**config.mk**
```make
export PLATFORM = sky130hd
export DESIGN_NAME = uart_tx_sched_flat
export DESIGN_NICKNAME = d
export VERILOG_FILES = /design/src/rtl/uart_tx_sched_if.sv /design/src/rtl/uart_tx_sched.sv /design/src/flat_wrapper.sv
export SDC_FILE = /design/constraint.sdc
export NUM_CORES = 1
export LEC_CHECK = 0
export ABC_AREA = 1
export CORE_MARGIN = 2
export CORE_UTILIZATION = 49
export CTS_CLUSTER_SIZE = 14
export DETAILED_ROUTE_END_ITERATION = 16
export PLACE_DENSITY = 0.94
export SKIP_CTS_REPAIR_TIMING = 1
export SLEW_MARGIN = 40
export SYNTH_ARGS = -nofsm -noshare
export SYNTH_HDL_FRONTEND = slang
export SYNTH_SLANG_ARGS = --single-unit
```
**constraint.sdc**
```tcl
create_clock -name sys_clk -period 3.22 [get_ports sys_clk]
set_clock_uncertainty 0.1 [all_clocks]
set_input_delay 0.644 -clock sys_clk [delete_from_list [all_inputs] [get_ports sys_clk]]
set_output_delay 0.644 -clock sys_clk [all_outputs]
set_load 0.02 [all_outputs]
```
**src/rtl/uart_tx_sched_if.sv**
```systemverilog
// uart_tx_sched_if: requester-side valid/ready byte bus feeding the transmit scheduler.
interface uart_tx_sched_if #(
  parameter int NREQ = 4
);
  logic [NREQ-1:0]   req_valid;
  logic [8*NREQ-1:0] req_data;
  logic [NREQ-1:0]   req_ready;
  modport master (output req_valid, req_data, input req_ready);
  modport slave  (input req_valid, req_data, output req_ready);
endinterface

```
**src/rtl/uart_tx_sched.sv**
```systemverilog
// uart_tx_sched: round-robin grant of the single UART transmitter among NREQ byte requesters,
// holding off the next grant for a full frame plus an idle gap counted in baud ticks.
module uart_tx_sched #(
  parameter int  NREQ       = 4,
  parameter int  FRAME_BITS = 10,
  parameter int  GAP_BITS   = 1,
  localparam int IW         = $clog2(NREQ)
) (
  input  logic           sys_clk,
  input  logic           rst_n,
  input  logic           bps_clk_up,
  uart_tx_sched_if.slave req,
  output logic           tx_ready,
  output logic [7:0]     tx_data_o,
  output logic [IW-1:0]  grant_id,
  output logic           busy,
  output logic           frame_done
);
  typedef enum logic [1:0] {IDLE, START, FRAME, GAP} state_e;
  state_e        state_q, state_d;
  logic [3:0]    cnt_q, cnt_d;
  logic [IW-1:0] gid_q, gid_d, win, idx;
  logic [7:0]    data_q, data_d;
  logic          found, fd_q, fr_last, gap_last;
  // NREQ is a power of two, so the IW-bit add wraps; k == NREQ lands back on gid_q, searched last
  always_comb begin
    win = gid_q;
    idx = gid_q;
    found = 1'b0;
    for (int k = 1; k <= NREQ; k++) begin
      idx = gid_q + IW'(k);
      if (!found && req.req_valid[idx]) begin
        win = idx;
        found = 1'b1;
      end
    end
  end
  assign fr_last  = cnt_q == 4'(FRAME_BITS - 1);
  assign gap_last = cnt_q == 4'(GAP_BITS - 1);
  always_comb begin
    state_d = state_q;
    cnt_d = cnt_q;
    gid_d = gid_q;
    data_d = data_q;
    req.req_ready = '0;
    case (state_q)
      IDLE: if (found && rst_n) begin
        req.req_ready = NREQ'(1) << win;
        gid_d = win;
        data_d = req.req_data[8*win +: 8];
        state_d = START;
      end
      START: if (bps_clk_up) begin
        cnt_d = '0;
        state_d = FRAME;
      end
      FRAME: if (bps_clk_up) begin
        cnt_d = fr_last ? 4'd0 : cnt_q + 4'd1;
        if (fr_last) state_d = (GAP_BITS > 0) ? GAP : IDLE;
      end
      GAP: if (bps_clk_up) begin
        cnt_d = cnt_q + 4'd1;
        if (gap_last) state_d = IDLE;
      end
      default: state_d = IDLE;
    endcase
  end
  always_ff @(posedge sys_clk or negedge rst_n)
    if (!rst_n) begin
      state_q <= IDLE;
      cnt_q <= '0;
      gid_q <= IW'(NREQ - 1);
      data_q <= '0;
      fd_q <= 1'b0;
    end else begin
      state_q <= state_d;
      cnt_q <= cnt_d;
      gid_q <= gid_d;
      data_q <= data_d;
      fd_q <= state_q != IDLE && state_d == IDLE;
    end
  assign tx_ready   = state_q == START;
  assign tx_data_o  = data_q;
  assign grant_id   = gid_q;
  assign busy       = state_q != IDLE;
  assign frame_done = fd_q;
endmodule

```
**src/flat_wrapper.sv**
```systemverilog
// flat-port wrapper written by rule: the top's interface ports become plain ports
module uart_tx_sched_flat 
#(
  parameter int  NREQ       = 4,
  parameter int  FRAME_BITS = 10,
  parameter int  GAP_BITS   = 1,
  localparam int IW         = $clog2(NREQ)
)
  (sys_clk, rst_n, bps_clk_up, tx_ready, tx_data_o, grant_id, busy, frame_done, req_req_valid, req_req_data, req_req_ready);
  uart_tx_sched_if #(.NREQ(NREQ)) req_i ();
  input  logic sys_clk;
  input  logic rst_n;
  input  logic bps_clk_up;
  output logic tx_ready;
  output logic [7:0] tx_data_o;
  output logic [IW-1:0] grant_id;
  output logic busy;
  output logic frame_done;
  input wire logic [$bits(req_i.req_valid)-1:0] req_req_valid;
  input wire logic [$bits(req_i.req_data)-1:0] req_req_data;
  output wire logic [$bits(req_i.req_ready)-1:0] req_req_ready;
  assign req_i.req_valid = req_req_valid;
  assign req_i.req_data = req_req_data;
  assign req_req_ready = req_i.req_ready;
  uart_tx_sched #(.NREQ(NREQ), .FRAME_BITS(FRAME_BITS), .GAP_BITS(GAP_BITS)) u_core (.sys_clk(sys_clk), .rst_n(rst_n), .bps_clk_up(bps_clk_up), .req(req_i), .tx_ready(tx_ready), .tx_data_o(tx_data_o), .grant_id(grant_id), .busy(busy), .frame_done(frame_done));
endmodule
```
==> results.md, run 1 <==
* Outcome: finished clean
* Top cell type's share of synthesized area at about a quarter
* Class of the most critical hold timing path: reg2reg
* Global-route usage over all layers at between 20% and 30%
* Number of standard cells after synthesis at between 200 and 250
* Die Width at between 60 and 70 um
* Endpoint of the most critical register-to-register path: u_core.tx_data_o[7]
* Max-slew violation total from the final report at 0
* First-pass GRT wire length at roughly 6300 um
* Fmax at 335.7 MHz
* Cell at the slowest stage of the critical path: sky130_fd_sc_hd__clkdlybuf4s50_1
* Setup TNS at 0 ns
* Arrival @ worst endpoint at 2.23 ns
* Startpoint of the most critical hold path: u_core.tx_data_o[0]
* Cell variety after synth at 28
* Net Count, Synth at 267
* Initial cell density of the core at around half
* Classification of the worst setup path: in2out
* Total vias in the final route at 1597
* Library cell with the largest summed area after synthesis: sky130_fd_sc_hd__dfrtp_1
* Clock Tree Buf Depth at 2
* # nets final at between 300 and 400
* Clk sink count at 17
* Library cell appearing most often on the critical path: sky130_fd_sc_hd__nand2_1
* Average footprint of a synthesized cell at 6.918 um2
* Drt initial violations at roughly 120
* DRT antenna net count at 0
* Power per Cell Area at roughly 900 nW/um2
* Via density per instance at approximately 4.7
* Row Count at 20
* Wirelength, routed at 3850 um
* Largest driver fanout on the critical path at 5
* Worst hold endpoint: u_core.tx_data_o[0]
* Worst reg2reg setup slack at ~1.2 ns
* CP Launch Type: input pin
* Final setup vio count at 0
* Critical path capture point type: output pin
* Unrepaired setup endpoints after global routing: no
* Critical R2R Launch: u_core.grant_id[0]
* Flop and latch count out of synthesis at 17
* Leading cell types in the layout, fill and taps excluded: 55 x sky130_fd_sc_hd__nand3_1, 51 x sky130_fd_sc_hd__inv_1, 51 x sky130_fd_sc_hd__clkdlybuf4s50_1
* Area of the placeable core at about 3000 um2
* Antenna violations before repair at 0
* Summed area of non-filler cells in the final layout at around 2200 um2
* Ordered cell list for the critical path: clkdlybuf4s50_1 -> inv_1 -> nand2_1 -> nand2_1 -> nand2_1 -> nand2_4 -> nand3_4 -> nand2_8 -> inv_1 -> nand2_1 -> nor2_1 -> dlymetal6s2s_1
* Wire length per cell after detailed routing at about 11 um
* Worst Max-Slew Pin Slew at 0.4359 ns
* Synth warnings at 0
* Worst-path clk slew at 0.10 ns
* Number of top-level pins at 56
* Hold Fails Final Rpt at 0
* Synthesized area at about 1600 um2
* Number of cells on the worst reg-to-reg path at 12
* Final critical-path share of the clock period at between 90% and 100%
* Post-synthesis to final-layout area growth at 43.65%
* Number of remaining DRC errors at 0
* N_diodes at 0
* Final GP Congestion at approximately 0.85
* Shortest period the worst path allows at 2.979 ns
* Leakage at between 1 and 1.5 nW
* Number of search-and-repair iterations in the first detailed-routing pass at 4
* Post-place instance area at roughly 2200 um2
* Number of buffers added by the clock tree synthesis step at 3
* Detailed placement HPWL at slightly above 3000 um
* Gr ovfl total at 0
* Maximum number of pins on one net before global-route repair at 18
* Data required time of the worst path at around 2.5 ns
* Later-pin clock latency in the skew report at about 0.29 ns
* Clock Root Buffer: sky130_fd_sc_hd__clkbuf_4
* Normalized max-slew margin at between 70% and 80%
* Share of layout cells above drive strength 1 at between 15 and 20%
* Highest ir drop seen on vdd at between 600 and 700 uV
* Worst Hold Path Cells at 2
* Vertical extent of the die at roughly 60 um
* Post-placement worst setup slack at -0.1291 ns
* Top cells by area, synth: sky130_fd_sc_hd__dfrtp_1 24%, sky130_fd_sc_hd__nand3_1 18%, sky130_fd_sc_hd__inv_1 12%
* H-Tree Depth at 1
* Area enclosed by the die boundary at approximately 3600 um2
* Total of max-cap violations at 0
* Number of port buffers at 55
* Utilization of the core after routing at between 70% and 80%
* Clock tree from TritonCTS: done
* Commonest non-fill, non-tap cell in the layout: sky130_fd_sc_hd__nand3_1
* Number of global-route vias before repair at between 1000 and 1500
* Sequential area share after synthesis at 27.49%
* Total power at roughly 2 mW
* Smallest setup slack after layout at 0.2411 ns
* Largest stage delay on the critical path at ~0.55 ns
## synthesized netlist by cell type, drive strengths merged
cell type,count
dfrtp,15
dfstp,2
xor2,1
nand3,57
nor2,12
nand2,59
a31oi,1
a21oi,2
nor3,4
buf,5
o21a,1
nand4,2
o21ai,5
ha,3
o211ai,2
inv,53
and3,1
## metrics by stage
| stage | hold slack [ns] | std cells |
|---|---|---|
| final | 0.4128 | 337 |
| after global routing | 0.4571 | 337 |
| after CTS | 0.4169 | 334 |
| after detailed placement | 0.3903 | 330 |
| after global placement | 0.3860 | 330 |
| after floorplan | 0.2484 | 225 |
## flip-flops by register name, indices dropped and copies added (netlist names)
name	cells
u_core.cnt_q	4
u_core.tx_data_o	8
u_core.frame_done	1
u_core.state_q	2
u_core.grant_id	2
## per-layer routing
metal  up-vias  share of wire, %  wire [um]  GRT usage (%)
met3         4               5.5        212          2.559
met4         0              0.99         38          6.667
li1        846                 -          -              -
met5         -                 0          0              0
met1       702                44       1691          29.87
met2        45                50       1907          39.29
## kinds of logic after synthesis
logic type | count (synthesis) | synth area share, %
and+or+nand+nor | 135 | 48.23
AOI/OAI and AO/OA | 11 | 4.100
DFF | 17 | 27.49
buffers and inverters | 58 | 17.20
adders and majority gates | 3 | 2.412
xor gates and xnor gates | 1 | 0.5628
## report_power, final
| group | leakage (nW) | switching, mW | internal, mW | total, mW |
|---|---|---|---|---|
| Combinational | 0.999 | 0.882 | 0.613 | 1.49 |
| Clock | 0.0177 | 0.0651 | 0.0461 | 0.111 |
| Sequential | 0.212 | 0.0758 | 0.319 | 0.395 |
| Total | 1.23 | 1.02 | 0.978 | 2.00 |
## critical path: cells and delay by family
kind | cells | cell delay, ns
buf+inv | 4 | 0.93
simple gates | 8 | 0.64
## worst max path at each step
stage                                   from          endpoint
final                       req_req_valid[2]  req_req_ready[2]
after global routing        req_req_valid[2]  req_req_ready[2]
after CTS                   req_req_valid[2]  req_req_ready[0]
after detailed placement    req_req_valid[2]  req_req_ready[0]
after global placement      req_req_valid[2]  req_req_ready[0]
after floorplan           u_core.grant_id[0]  req_req_ready[1]
## layout make-up
type | instances | area [um2]
clock buffers | 3 | 22.52
clock inverters | 1 | 5.005
well taps | 44 | 55.05
multi-input cells | 150 | 860.8
fillers | 216 | 792.0
repair buffers | 69 | 665.6
flip-flops and latches | 17 | 427.9
inverters | 53 | 198.9
Note: power is estimated with default switching activity, not from simulation.
==> run 2, diff against run 1 <==
--- a/config.mk
+++ b/config.mk
@@ -11,6 +11,7 @@
 export CTS_CLUSTER_SIZE = 14
 export DETAILED_ROUTE_END_ITERATION = 16
 export PLACE_DENSITY = 0.94
+export SETUP_SLACK_MARGIN = 0.1
 export SKIP_CTS_REPAIR_TIMING = 1
 export SLEW_MARGIN = 40
 export SYNTH_ARGS = -nofsm -noshare
==> results of run 2 <==
Same layout as run 1: the final DEF is identical, and so are final timing and power.
==> run 3, diff against run 2 <==
--- a/config.mk
+++ b/config.mk
@@ -10,7 +10,7 @@
 export CORE_UTILIZATION = 49
 export CTS_CLUSTER_SIZE = 14
 export DETAILED_ROUTE_END_ITERATION = 16
-export PLACE_DENSITY = 0.94
+export PLACE_DENSITY = 0.87
 export SETUP_SLACK_MARGIN = 0.1
 export SKIP_CTS_REPAIR_TIMING = 1
 export SLEW_MARGIN = 40
==> results.md, run 3 (synthesized netlist as in run 1, its figures left out) <==
* Row Count at 20
* Start point of the critical path: req_req_valid[3]
* Via density per instance at ~4.9
* DRT antenna net count at 0
* Setup TNS at 0 ns
* Critical path capture point type: output pin
* Final setup vio count at 0
* Initial cell density of the core at about half
* Drt initial violations at approximately 180
* Shortest period the worst path allows at 2.946 ns
* Number of top-level pins at between 50 and 60
* Total vias in the final route at ~1600
* Clock Root Buffer: sky130_fd_sc_hd__clkbuf_4
* Number of buffers added by the clock tree synthesis step at 3
* Later-pin clock latency in the skew report at approximately 0.3 ns
* Highest ir drop seen on vdd at ~700 uV
* # nets final at 333
* Post-place instance area at 2176 um2
* Total of max-cap violations at 0
* Detailed placement HPWL at 3128 um
* Global-route usage over all layers at 22.99%
* N_diodes at 0
* Summed area of non-filler cells in the final layout at ~2200 um2
* Outcome: finished clean
* Clock tree from TritonCTS: done
* Arrival @ worst endpoint at 2.20 ns
* Normalized max-slew margin at 69.76%
* Fmax at 339.5 MHz
* Wirelength, routed at between 3000 and 4000 um
* Max FFs per register at 8
* Worst-path clk slew at around 0.10 ns
* CP Launch Type: input pin
* Area of the placeable core at 3028 um2
* Startpoint of the most critical hold path: u_core.tx_data_o[2]
* Final critical-path share of the clock period at 91.48%
* Max-slew violation total from the final report at 0
* Wire length per cell after detailed routing at 11.62 um
* Worst Max-Slew Pin Slew at 0.4520 ns
* Final GP Congestion at roughly 0.85
* Clk sink count at 17
* Leakage at 1.215 nW
* Total power at 1.971 mW
* Largest driver fanout on the critical path at 5
* Data required time of the worst path at about 2.5 ns
* Clock Tree Buf Depth at 2
* Commonest non-fill, non-tap cell in the layout: sky130_fd_sc_hd__nand3_1
* Classification of the worst setup path: in2out
* H-Tree Depth at 1
* Leading cell types in the layout, fill and taps excluded: 55 x sky130_fd_sc_hd__nand3_1, 51 x sky130_fd_sc_hd__inv_1, 51 x sky130_fd_sc_hd__clkdlybuf4s50_1
* Number of search-and-repair iterations in the first detailed-routing pass at 4
* Die Width at 60.36 um
* Antenna violations before repair at 0
* Number of remaining DRC errors at 0
* Share of layout cells above drive strength 1 at roughly 16%
* Class of the most critical hold timing path: reg2reg
* Number of port buffers at 55
* Gr ovfl total at 0
* Hold Fails Final Rpt at 0
* Area enclosed by the die boundary at 3643 um2
* Power per Cell Area at a little under 900 nW/um2
* Critical R2R Launch: u_core.grant_id[0]
* Number of global-route vias before repair at 1514
* Maximum number of pins on one net before global-route repair at 18
* First-pass GRT wire length at 6327 um
* Unrepaired setup endpoints after global routing: no
* Vertical extent of the die at 60.36 um
* Post-synthesis to final-layout area growth at 42.44%
run 3: routing by layer:
layer,up-vias,global-route usage (%),wire length [um]
li1,834,-,-
met1,740,31.23,1641
met2,40,37.89,2002
met3,7,1.493,152
met4,0,10.16,84
met5,-,0,0
run 3: cell type report:
cell class / count / area (um2)
multi-input cells: 150 / 860.8
fillers: 235 / 810.8
repair buffers: 66 / 643.1
flip-flops and latches: 17 / 431.7
inverters: 53 / 198.9
well taps: 44 / 55.05
clock buffers: 3 / 22.52
clock inverters: 1 / 5.005
run 3: final timing paths:
check                                       to  slack (ns)  cells past startpoint
max                           req_req_ready[2]        0.27                     12
min reg2reg                u_core.tx_data_o[2]        0.41                      2
max in group asynchronous   u_core.grant_id[1]        2.17                      2
min                        u_core.tx_data_o[2]        0.41                      2
max reg2reg                u_core.tx_data_o[6]        1.06                     11
min in group asynchronous  u_core.tx_data_o[6]        0.59                      2
run 3: per-stage QoR:
stage,instances,utilization (%),hold slack [ns],setup slack [ns]
2_1_floorplan,225,-,0.2484,0.7594
3_3_place_gp,330,71.86,0.3844,-0.05031
3_5_place_dp,330,71.86,0.3893,-0.1058
4_1_cts,334,72.77,0.4141,-0.1110
5_1_grt,334,73.22,0.4452,0.09997
6_report,334,73.22,0.4096,0.2744
run 3: power breakdown:
part	leakage (nW)	switching, mW	total [mW]	internal (mW)
clock network	0.0177	0.0676	0.114	0.0463
registers	0.212	0.0899	0.414	0.324
logic	0.985	0.857	1.44	0.586
run 3: worst max-delay path, cell delays in order:
cell and delay (ns):
sky130_fd_sc_hd__clkdlybuf4s50_1 0.53, sky130_fd_sc_hd__inv_1 0.06, sky130_fd_sc_hd__nand2_1 0.06, sky130_fd_sc_hd__nand2_1 0.05, sky130_fd_sc_hd__nand2_1 0.10, sky130_fd_sc_hd__nand2_4 0.09
sky130_fd_sc_hd__nand3_4 0.11, sky130_fd_sc_hd__nand2_8 0.07, sky130_fd_sc_hd__inv_1 0.08, sky130_fd_sc_hd__nand2_1 0.09, sky130_fd_sc_hd__nor2_1 0.09, sky130_fd_sc_hd__dlymetal6s2s_1 0.22
